--- src/rtl/apb_master_param_if.sv ---
// -----------------------------------------------------------------------------
// apb_master_param_if
// Bundles the APB4 bus (master <-> peripheral slaves) and the CPU-side request
// port of the APB bridge master.
//
// Signals:
//   APB side : PADDR, PWRITE, PENABLE, PWDATA, PSTRB, PSEL (driven by master)
//              PRDATA, PREADY, PSLVERR            (driven by slaves, per channel)
//   CPU side : transfer, write, addr, wdata, strb  (request, driven by requester)
//              ready, rdata, error, busy           (completion, driven by master)
//
// Handshake: a request is presented with transfer=1 and is taken on the clock
// edge where the master is IDLE or completing (ready=1); ready is a one-cycle
// completion pulse and rdata/error are only meaningful while ready=1.
//
// Modports:
//   master : the bridge master view
//   slave  : the view of everything around it (requester + APB slaves)
// -----------------------------------------------------------------------------
interface apb_master_param_if #(
    parameter int NUM_SLAVES = 8,
    parameter int DATA_W     = 32
);
    localparam int STRB_W = DATA_W / 8;

    // APB bus
    logic [31:0]                  PADDR;
    logic                         PWRITE;
    logic                         PENABLE;
    logic [DATA_W-1:0]            PWDATA;
    logic [STRB_W-1:0]            PSTRB;
    logic [NUM_SLAVES-1:0]        PSEL;
    logic [NUM_SLAVES*DATA_W-1:0] PRDATA;
    logic [NUM_SLAVES-1:0]        PREADY;
    logic [NUM_SLAVES-1:0]        PSLVERR;

    // CPU request / completion
    logic                         transfer;
    logic                         write;
    logic [31:0]                  addr;
    logic [DATA_W-1:0]            wdata;
    logic [STRB_W-1:0]            strb;
    logic                         ready;
    logic [DATA_W-1:0]            rdata;
    logic                         error;
    logic                         busy;

    modport master (
        output PADDR, PWRITE, PENABLE, PWDATA, PSTRB, PSEL,
        input  PRDATA, PREADY, PSLVERR,
        input  transfer, write, addr, wdata, strb,
        output ready, rdata, error, busy
    );

    modport slave (
        input  PADDR, PWRITE, PENABLE, PWDATA, PSTRB, PSEL,
        output PRDATA, PREADY, PSLVERR,
        output transfer, write, addr, wdata, strb,
        input  ready, rdata, error, busy
    );
endinterface

--- src/rtl/apb_master_param.sv ---
// -----------------------------------------------------------------------------
// apb_master_param
// Parametrised APB4 bridge master between the CPU load/store unit and
// NUM_SLAVES peripheral slaves. Slave i owns the window
// BASE_ADDR + (i << SLOT_BITS) .. +2^SLOT_BITS-1. Addresses outside all windows
// complete immediately with error=1 and never assert PSEL. An ACCESS phase that
// sees no PREADY for TIMEOUT cycles is terminated with error=1 (TIMEOUT=0
// disables this). A request presented on the completion cycle goes straight to
// SETUP with no IDLE bubble.
//
// Ports:
//   PCLK        clock
//   PRESETn     asynchronous active-low reset
//   bus         apb_master_param_if.master (APB bus + CPU request port)
//   dbg_state_o current FSM state (IDLE=0, SETUP=1, ACCESS=2)
// -----------------------------------------------------------------------------
module apb_master_param #(
    parameter int          NUM_SLAVES = 8,
    parameter int          DATA_W     = 32,
    parameter logic [31:0] BASE_ADDR  = 32'h1000_0000,
    parameter int          SLOT_BITS  = 12,
    parameter int          TIMEOUT    = 16
) (
    input  logic                    PCLK,
    input  logic                    PRESETn,
    apb_master_param_if.master      bus,
    output logic [1:0]              dbg_state_o
);
    localparam int STRB_W = DATA_W / 8;
    localparam int CNT_W  = (TIMEOUT > 1) ? $clog2(TIMEOUT) : 1;
    localparam logic [CNT_W-1:0] TO_LAST = (TIMEOUT > 0) ? CNT_W'(TIMEOUT - 1) : '0;

    localparam logic [1:0] ST_IDLE   = 2'd0;
    localparam logic [1:0] ST_SETUP  = 2'd1;
    localparam logic [1:0] ST_ACCESS = 2'd2;

    logic [1:0]        state_q,  state_d;
    logic [31:0]       paddr_q,  paddr_d;
    logic [DATA_W-1:0] pwdata_q, pwdata_d;
    logic [STRB_W-1:0] pstrb_q,  pstrb_d;
    logic              pwrite_q, pwrite_d;
    logic [CNT_W-1:0]  cnt_q,    cnt_d;

    // Address decode, always from the latched address.
    logic [31:0]           off;
    logic [31:0]           slot;
    logic                  mapped;
    logic [NUM_SLAVES-1:0] sel_vec;
    logic                  sel_ready;
    logic                  sel_err;
    logic [DATA_W-1:0]     sel_rdata;

    assign off    = paddr_q - BASE_ADDR;
    assign slot   = off >> SLOT_BITS;
    assign mapped = (paddr_q >= BASE_ADDR) && (slot < 32'(NUM_SLAVES));

    // Compare against each channel number instead of indexing with slot, so an
    // out-of-range slot can never select anything.
    always_comb begin
        sel_vec   = '0;
        sel_rdata = '0;
        for (int i = 0; i < NUM_SLAVES; i++) begin
            sel_vec[i] = mapped && (slot == 32'(i));
            if (sel_vec[i]) begin
                sel_rdata = bus.PRDATA[i*DATA_W +: DATA_W];
            end
        end
    end

    assign sel_ready = |(bus.PREADY  & sel_vec);
    assign sel_err   = |(bus.PSLVERR & sel_vec);

    logic in_access;
    logic timeout_hit;
    logic done;
    logic load;

    assign in_access   = (state_q == ST_ACCESS);
    assign timeout_hit = (TIMEOUT != 0) && (cnt_q == TO_LAST);

    // An unmapped access completes on its first ACCESS cycle; a mapped one on
    // PREADY or on the last allowed cycle. PREADY wins over a coincident timeout.
    assign done = in_access && (!mapped || sel_ready || timeout_hit);

    // New request is taken from IDLE or on the completion cycle.
    assign load = bus.transfer && ((state_q == ST_IDLE) || done);

    always_comb begin
        state_d  = state_q;
        paddr_d  = paddr_q;
        pwdata_d = pwdata_q;
        pstrb_d  = pstrb_q;
        pwrite_d = pwrite_q;
        cnt_d    = cnt_q;

        case (state_q)
            ST_IDLE:   if (bus.transfer) state_d = ST_SETUP;
            ST_SETUP:  state_d = ST_ACCESS;
            ST_ACCESS: begin
                cnt_d = cnt_q + 1'b1;
                if (done) state_d = bus.transfer ? ST_SETUP : ST_IDLE;
            end
            default:   state_d = ST_IDLE;
        endcase

        if (load) begin
            paddr_d  = bus.addr;
            pwdata_d = bus.wdata;
            pwrite_d = bus.write;
            pstrb_d  = bus.write ? bus.strb : '0;
            cnt_d    = '0;
        end
    end

    always_ff @(posedge PCLK or negedge PRESETn) begin
        if (!PRESETn) begin
            state_q  <= ST_IDLE;
            paddr_q  <= '0;
            pwdata_q <= '0;
            pstrb_q  <= '0;
            pwrite_q <= 1'b0;
            cnt_q    <= '0;
        end else begin
            state_q  <= state_d;
            paddr_q  <= paddr_d;
            pwdata_q <= pwdata_d;
            pstrb_q  <= pstrb_d;
            pwrite_q <= pwrite_d;
            cnt_q    <= cnt_d;
        end
    end

    // PSEL/PENABLE/busy are decoded from state, so reset drops them at once.
    assign bus.PADDR   = paddr_q;
    assign bus.PWDATA  = pwdata_q;
    assign bus.PSTRB   = pstrb_q;
    assign bus.PWRITE  = pwrite_q;
    assign bus.PENABLE = in_access;
    assign bus.PSEL    = (state_q != ST_IDLE) ? sel_vec : '0;
    assign bus.busy    = (state_q != ST_IDLE);

    assign bus.ready = done;
    assign bus.error = done && (!mapped || !sel_ready || sel_err);
    assign bus.rdata = (done && mapped && sel_ready && !pwrite_q) ? sel_rdata : '0;

    assign dbg_state_o = state_q;
endmodule

--- src/flat_wrapper.sv ---
// flat-port wrapper written by rule: the top's interface ports become plain ports
module apb_master_param_flat 
#(
    parameter int          NUM_SLAVES = 8,
    parameter int          DATA_W     = 32,
    parameter logic [31:0] BASE_ADDR  = 32'h1000_0000,
    parameter int          SLOT_BITS  = 12,
    parameter int          TIMEOUT    = 16
)
  (PCLK, PRESETn, dbg_state_o, bus_PADDR, bus_PWRITE, bus_PENABLE, bus_PWDATA, bus_PSTRB, bus_PSEL, bus_PRDATA, bus_PREADY, bus_PSLVERR, bus_transfer, bus_write, bus_addr, bus_wdata, bus_strb, bus_ready, bus_rdata, bus_error, bus_busy);
  apb_master_param_if #(.NUM_SLAVES(NUM_SLAVES), .DATA_W(DATA_W)) bus_i ();
  input  logic PCLK;
  input  logic PRESETn;
  output logic [1:0] dbg_state_o;
  output wire logic [$bits(bus_i.PADDR)-1:0] bus_PADDR;
  output wire logic [$bits(bus_i.PWRITE)-1:0] bus_PWRITE;
  output wire logic [$bits(bus_i.PENABLE)-1:0] bus_PENABLE;
  output wire logic [$bits(bus_i.PWDATA)-1:0] bus_PWDATA;
  output wire logic [$bits(bus_i.PSTRB)-1:0] bus_PSTRB;
  output wire logic [$bits(bus_i.PSEL)-1:0] bus_PSEL;
  input wire logic [$bits(bus_i.PRDATA)-1:0] bus_PRDATA;
  input wire logic [$bits(bus_i.PREADY)-1:0] bus_PREADY;
  input wire logic [$bits(bus_i.PSLVERR)-1:0] bus_PSLVERR;
  input wire logic [$bits(bus_i.transfer)-1:0] bus_transfer;
  input wire logic [$bits(bus_i.write)-1:0] bus_write;
  input wire logic [$bits(bus_i.addr)-1:0] bus_addr;
  input wire logic [$bits(bus_i.wdata)-1:0] bus_wdata;
  input wire logic [$bits(bus_i.strb)-1:0] bus_strb;
  output wire logic [$bits(bus_i.ready)-1:0] bus_ready;
  output wire logic [$bits(bus_i.rdata)-1:0] bus_rdata;
  output wire logic [$bits(bus_i.error)-1:0] bus_error;
  output wire logic [$bits(bus_i.busy)-1:0] bus_busy;
  assign bus_PADDR = bus_i.PADDR;
  assign bus_PWRITE = bus_i.PWRITE;
  assign bus_PENABLE = bus_i.PENABLE;
  assign bus_PWDATA = bus_i.PWDATA;
  assign bus_PSTRB = bus_i.PSTRB;
  assign bus_PSEL = bus_i.PSEL;
  assign bus_i.PRDATA = bus_PRDATA;
  assign bus_i.PREADY = bus_PREADY;
  assign bus_i.PSLVERR = bus_PSLVERR;
  assign bus_i.transfer = bus_transfer;
  assign bus_i.write = bus_write;
  assign bus_i.addr = bus_addr;
  assign bus_i.wdata = bus_wdata;
  assign bus_i.strb = bus_strb;
  assign bus_ready = bus_i.ready;
  assign bus_rdata = bus_i.rdata;
  assign bus_error = bus_i.error;
  assign bus_busy = bus_i.busy;
  apb_master_param #(.NUM_SLAVES(NUM_SLAVES), .DATA_W(DATA_W), .BASE_ADDR(BASE_ADDR), .SLOT_BITS(SLOT_BITS), .TIMEOUT(TIMEOUT)) u_core (.PCLK(PCLK), .PRESETn(PRESETn), .bus(bus_i), .dbg_state_o(dbg_state_o));
endmodule
--- config.mk ---
export PLATFORM = sky130hd
export DESIGN_NAME = apb_master_param_flat
export DESIGN_NICKNAME = d
export VERILOG_FILES = /design/src/rtl/apb_master_param_if.sv /design/src/rtl/apb_master_param.sv /design/src/flat_wrapper.sv
export SDC_FILE = /design/constraint.sdc
export NUM_CORES = 1
export LEC_CHECK = 0
export CAP_MARGIN = 20
export CORE_AREA = 3 3 175 177
export DETAILED_ROUTE_END_ITERATION = 12
export DIE_AREA = 0 0 178 180
export SKIP_CTS_REPAIR_TIMING = 1
export SYNTH_ARGS = -nofsm -noshare
export SYNTH_HDL_FRONTEND = slang
export SYNTH_SLANG_ARGS = --single-unit
--- constraint.sdc ---
create_clock -name PCLK -period 3.09 [get_ports PCLK]
set_input_delay 0.618 -clock PCLK [delete_from_list [all_inputs] [get_ports PCLK]]
set_output_delay 0.618 -clock PCLK [all_outputs]
set_load 0.05 [all_outputs]
* Word level (Yosys, flattened, before mapping)
Index checks and enable logic that the tools add are counted.
Storage, ports and cells: memory bits (writable) 0, bits in read-only memories 0, memories 0, bits in latches 0, logic and storage cells 71, flip-flop bits (word level) 75
Cells by class: divide/modulo/power cells 0, bitwise logic cells 2, equality and inequality tests 12, add/subtract/negate cells 2, shift operators 0, reductions and logical operators 30, $mul 0, muxes and demuxes 17, $lt $le $gt $ge 2
Operators by type and width (number):
- 32-bit 2-to-1 mux | 9
- 20-bit by 3-bit equality test with 1-bit output, second input constant | 4
- 20-bit by 2-bit equality test with 1-bit output, second input constant | 2
- 32-bit by 29-bit greater-or-equal comparator with 1-bit output, second input constant | 1
- 32-bit logical NOT | 1
- 32-bit by 29-bit subtractor with 32-bit output, second input constant | 1
- 20-bit by 1-bit equality test with 1-bit output, second input constant | 1
- 20-bit by 4-bit < comparator with 1-bit output, second input constant | 1
- 8-bit AND | 2
- 8-bit OR reduction | 2
- 1-bit logical AND | 15
- 4-bit 2-to-1 mux | 3
- 8-bit 2-to-1 mux | 1
- 2-bit case mux with 3 select lines | 1
- 1-bit logical OR | 5
- 4-bit by 1-bit adder with 4-bit output, second input constant | 1
- 4-bit equality test, second input constant | 1
- 2-bit 2-to-1 mux | 2
- 2-bit inequality test, second input constant | 2
- 2-bit nonzero test | 2
- 1-bit logical NOT | 3
- 2-bit by 1-bit equality test with 1-bit output, second input constant | 1
- 2-bit equality test, second input constant | 1
- 2-bit logical NOT | 1
- 2 further kinds | 2

* Depth between registers and ports, before layout
depth in word-level cells 13, depth in mapped cells 8, gate-level depth less buffers 6

* Worst setup path after synthesis
No wires, ideal clock.
kind register -> output, from register u_core.paddr_q[15], in the netlist u_core.bus.PADDR[15], to output bus_error, path buffers 1, slack -1.456 ns, stages on the path, launching flop included 7, arrival 3.928 ns, cells stage by stage dfrtp_1 > buf_2 > nor3_2 > nand3_1 > or4_1 > a41oi_1 > a21boi_0
Between the ends: longest elaborated chain between the ends 10, elaborated cells on any way between the ends 32, those cells by class 1 x add/sub; 2 x order compare; 7 x eq/ne; 2 x bitwise; 20 x reduce/logical
Ends and longest elaborated chain:
- from (decl) | RTL line apb_master_param.sv:38 | logic [31:0] paddr_q, paddr_d;
- from (signal assigned) | RTL line apb_master_param.sv:125 | paddr_q <= paddr_d;
- 32-bit by 29-bit subtractor with 32-bit output | RTL line apb_master_param.sv:53 | assign off = paddr_q - BASE_ADDR;
- 20-bit by 4-bit < comparator with 1-bit output | RTL line apb_master_param.sv:55 | assign mapped = (paddr_q >= BASE_ADDR) && (slot < 32'(NUM_SLAVES));
- 1-bit logical AND | RTL line apb_master_param.sv:55
- 1-bit logical AND | RTL line apb_master_param.sv:63 | sel_vec[i] = mapped && (slot == 32'(i));
- 8-bit AND | RTL line apb_master_param.sv:70 | assign sel_ready = |(bus.PREADY & sel_vec);
- 8-bit OR reduction | RTL line apb_master_param.sv:70
- 1-bit logical OR * (2 in series) | RTL line apb_master_param.sv:83 | assign done = in_access && (!mapped || sel_ready || timeout_hit);
- 1-bit logical AND * | RTL line apb_master_param.sv:83
- named net bus_ready | RTL line flat_wrapper.sv:29 | output wire logic [$bits(bus_i.ready)-1:0] bus_ready;
- 1-bit logical AND * | RTL line apb_master_param.sv:143 | assign bus.error = done && (!mapped || !sel_ready || sel_err);
- to (decl) | RTL line flat_wrapper.sv:31 | output wire logic [$bits(bus_i.error)-1:0] bus_error;
Mark *: on every way through the listed nets, which the timed path passes. The rest lies on a longest branch.

* Worst setup path after layout
from register u_core.paddr_q[24], in the netlist u_core.bus.PADDR[24], to output bus_rdata[14]
Between the ends: longest elaborated chain between the ends 13, elaborated cells on any way between the ends 38, those cells by class 1 x add/sub; 2 x order compare; 7 x eq/ne; 9 x mux; 1 x bitwise; 18 x reduce/logical
Ends and longest elaborated chain:
- 32-bit by 29-bit subtractor with 32-bit output | RTL line apb_master_param.sv:53
- 20-bit by 4-bit < comparator with 1-bit output | RTL line apb_master_param.sv:55
- 1-bit logical AND | RTL line apb_master_param.sv:55
- 1-bit logical AND | RTL line apb_master_param.sv:63
- 32-bit 2-to-1 mux or 8-bit AND (tied branches) | RTL line apb_master_param.sv:64, apb_master_param.sv:70
- 32-bit 2-to-1 mux or 8-bit OR reduction (tied branches) | RTL line apb_master_param.sv:64, apb_master_param.sv:70
- 32-bit 2-to-1 mux or 1-bit logical OR (tied branches) (2 in series) | RTL line apb_master_param.sv:64, apb_master_param.sv:83
- 32-bit 2-to-1 mux or 1-bit logical AND (tied branches) | RTL line apb_master_param.sv:64, apb_master_param.sv:83
- 32-bit 2-to-1 mux or 1-bit logical AND (tied branches) (3 in series) | RTL line apb_master_param.sv:64, apb_master_param.sv:144
- 32-bit 2-to-1 mux * | RTL line apb_master_param.sv:144 | assign bus.rdata = (done && mapped && sel_ready && !pwrite_q) ? sel_rdata : '0;
- to (decl) | RTL line flat_wrapper.sv:30 | output wire logic [$bits(bus_i.rdata)-1:0] bus_rdata;
Every way passes the cells marked *; elsewhere a longest branch is shown, timed or not.

==> run_results.csv <==
group,metric,value,unit
floorplan,die_w,178,um
yosys,yosys-top-cells-count,"75 x dfrtp_1, 62 x mux2_2, 62 x mux2i_1",
sta,rsz0062_at_grt,"yes",
place,dpl_worst_slack,-0.329,ns
yosys,yosys-top-cells-area,"dfrtp_1 31%, mux2_2 12%, mux2i_1 10%, mux4_2 7.5%, o221a_2 5.6%",
sta,fmaxAchievable,0.283,GHz
detailed_routing,drtIter0Drc,457,
clocking,clk_pin_slew,0.07,ns
sta,layout_setup_ws,-0.441,ns
detailed_routing,drtPass1Iterations,6,
setup_path,path_max_fanout,8,
setup_path,cp-start-kind,"flip-flop",
floorplan,start_util,0.204,
place,dp_hpwl,26900,um
detailed_routing,num_vias,6974,
yosys,syn-num-nets,924,
setup_path,cp_cell_sequence,"nor4_4 -> buf_4 -> nand3_2 -> or4_4 -> a211oi_4 -> buf_6 -> clkbuf_16 -> o221a_2 -> buf_12",
setup_path,cp.arrival,2.91,ns
yosys,syn_area_per_cell,10.4,sq um
detailed_routing,ant_nets,0,
clocking,cts_tree,"done",
final_layout,area_delta_synth_final,112,%
global_route,gr-total-overflow,0,
global_route,grt_pass1_wl,47000,um
pwr,leakage,5.03,nW
place,port_buffers,458,
global_route,track_usage,0.195,
sta,tightest_slew,0.560,ns
place,gp_congestion,0.889,
floorplan,fp.dieArea,32000,sq um
floorplan,rows,63,
global_route,grt_max_degree,59,
global_route,grt_pass1_vias,7357,
yosys,synth_edf_count,0,
yosys,synthFlopType,"dfrtp_1",
sta,drv_slew,0,
clocking,clock-sinks,75,
floorplan,core,29400,sq um
sta,relSlewSlack,0.625,
detailed_routing,wire_per_inst,23.3,um
setup_path,cpPeakStageDelay,0.55,ns
sta,layout_worst_path_cycle_share,1.14,
clocking,cts_buffers,9,
final_layout,nNetsFinal,1402,
yosys,synth_cell_types,50,
yosys,seq_area_frac_synth,0.313,
yosys,yosys_warnings,0,
setup_path,crit_path_top_delay_cell,"or4_4",
sta,finalClockSkew,0.00925,ns
place,placed_area,12100,sq um
setup_path,crit_required,2.47,ns
sta,fin_hold_ws,0.201,ns
yosys,yosysMostFrequentCell,"dfrtp_1",
yosys,synthArstFlopShare,1.00,
sta,setup_violations,36,
final_layout,fin_area,12700,sq um
final_layout,drive_above_1_share,0.274,
floorplan,die_y,180,um
yosys,synth_top_cell_area_share,0.313,
clocking,cts-root-buf,"clkbuf_16",
clocking,htree_levels,3,
global_route,antenna_found_initial,4,
run_status,violations,"negative setup slack",
floorplan,io_pins,459,
pwr,vdd_drop_max,0.347,mV
hold_path,hold_path.class,"in2async",
setup_path,crit_path_end_kind,"output pin",
detailed_routing,viasPerCell,4.79,
setup_path,critPathKind,"reg2out",
yosys,synth_seq_cells,75,
clocking,cts.path.max_buffers,2,
yosys,synth_cells,579,
pwr,power_density,354,nW/um^2
detailed_routing,wl,33800,um
clocking,clock_latency,0.34,ns
yosys,synth_area,6000,sq um
run_status,outcome,"finished, violations left",
run,cap_violations,0,
sta,min_period,3.53,ns
sta,hold_violations,0,
yosys,synth_largest_area_cell,"dfrtp_1",
detailed_routing,drc,0,
final_layout,fillers,2825,
[worst max-delay path, delay by kind of cell, from the launching register on]
family	cells	cell delay, ns
and+or+nand+nor	3	0.95
AOI/OAI and AO/OA	2	0.53
buffers and inverters	4	0.65
DFF	1	0.42
[where the power goes]
part           switching [W]  total (W)  internal, W
registers           0.000120    0.00125      0.00113
logic                0.00116    0.00222      0.00106
clock network       0.000473    0.00104     0.000567
[registers in the layout, indices dropped and copies added, names as in the netlist]
| register | flops |
|---|---|
| u_core.bus.PSTRB | 4 |
| u_core.cnt_q | 4 |
| u_core.bus.PWDATA | 32 |
| u_core.bus.PADDR | 32 |
| u_core.bus.PWRITE | 1 |
| u_core.dbg_state_o | 2 |
[kinds of logic after synthesis]
logic type	Yosys count	synth area share
adder cells (fa/ha/maj)	1	0.00209
AND/OR/NAND/NOR	172	0.162
flip-flops	75	0.313
buffers and inverters	65	0.0536
XOR/XNOR	3	0.00438
AO/OA/AOI/OAI	119	0.170
multiplexers	144	0.295
[final cells by class]
cell class              count  area [sq um]  share of cell area
diodes                      3          7.51            0.000589
multi-input cells         439          4300               0.337
well taps                 390           488              0.0383
clock buffers               9           225              0.0177
flip-flops and latches     75          1900               0.149
repair buffers            525          5730               0.450
clock inverters             7          66.3             0.00520
inverters                   7          26.3             0.00206
[cells in the final DEF (no fill, tap or decap), types with 3 or more instances in the layout]
master	instances
nor4_4	3
dfrtp_1	62
o21a_1	15
nand2b_1	5
nand3_1	15
nor3_1	13
diode_2	3
o221ai_1	19
nor3_4	6
buf_4	46
nand4_1	16
o221a_4	31
nor2_1	32
mux2_2	62
nand2_1	24
o22a_1	4
dfrtp_2	11
buf_6	7
mux4_2	20
clkdlybuf4s50_1	414
inv_1	7
and2_1	20
clkbuf_16	11
inv_6	3
nor2_4	3
buf_12	55
mux2i_1	62
o21ai_0	25
or4_4	4
nand4b_1	12
a32oi_1	11
[per-layer routing]
metal,up-vias,part of all wire,global-route usage
li1,3227,-,-
met1,3323,0.39,0.231
met2,382,0.49,0.337
met3,40,0.094,0.0581
met4,2,0.022,0.0572
met5,-,0.00038,0
[worst paths after layout]
path / slack, ns / start / end / cells after the start
max: -0.44 / u_core.bus.PADDR[24] / bus_rdata[14] / 9
min: 0.20 / PRESETn / u_core.bus.PADDR[0] / 1
max reg2reg: 0.42 / u_core.bus.PADDR[31] / u_core.bus.PADDR[28] / 8
min reg2reg: 0.51 / u_core.bus.PWDATA[29] / u_core.bus.PWDATA[29] / 1
max in group asynchronous: 2.25 / PRESETn / u_core.bus.PADDR[25] / 2
min in group PCLK: 0.51 / u_core.bus.PWDATA[29] / u_core.bus.PWDATA[29] / 1
[through the flow]
stage | setup TNS, ns | cells | utilization | total power (W)
floorplan | -0.0923 | 579 | - | 0.00241
global placement | -10.01 | 1428 | 0.411 | 0.00345
detailed placement | -9.89 | 1428 | 0.411 | 0.00345
CTS | -16.60 | 1444 | 0.421 | 0.00454
global route | -16.00 | 1454 | 0.433 | 0.00474
finish | -12.65 | 1455 | 0.433 | 0.00451
No activity file was read; power rests on OpenSTA's default activity.
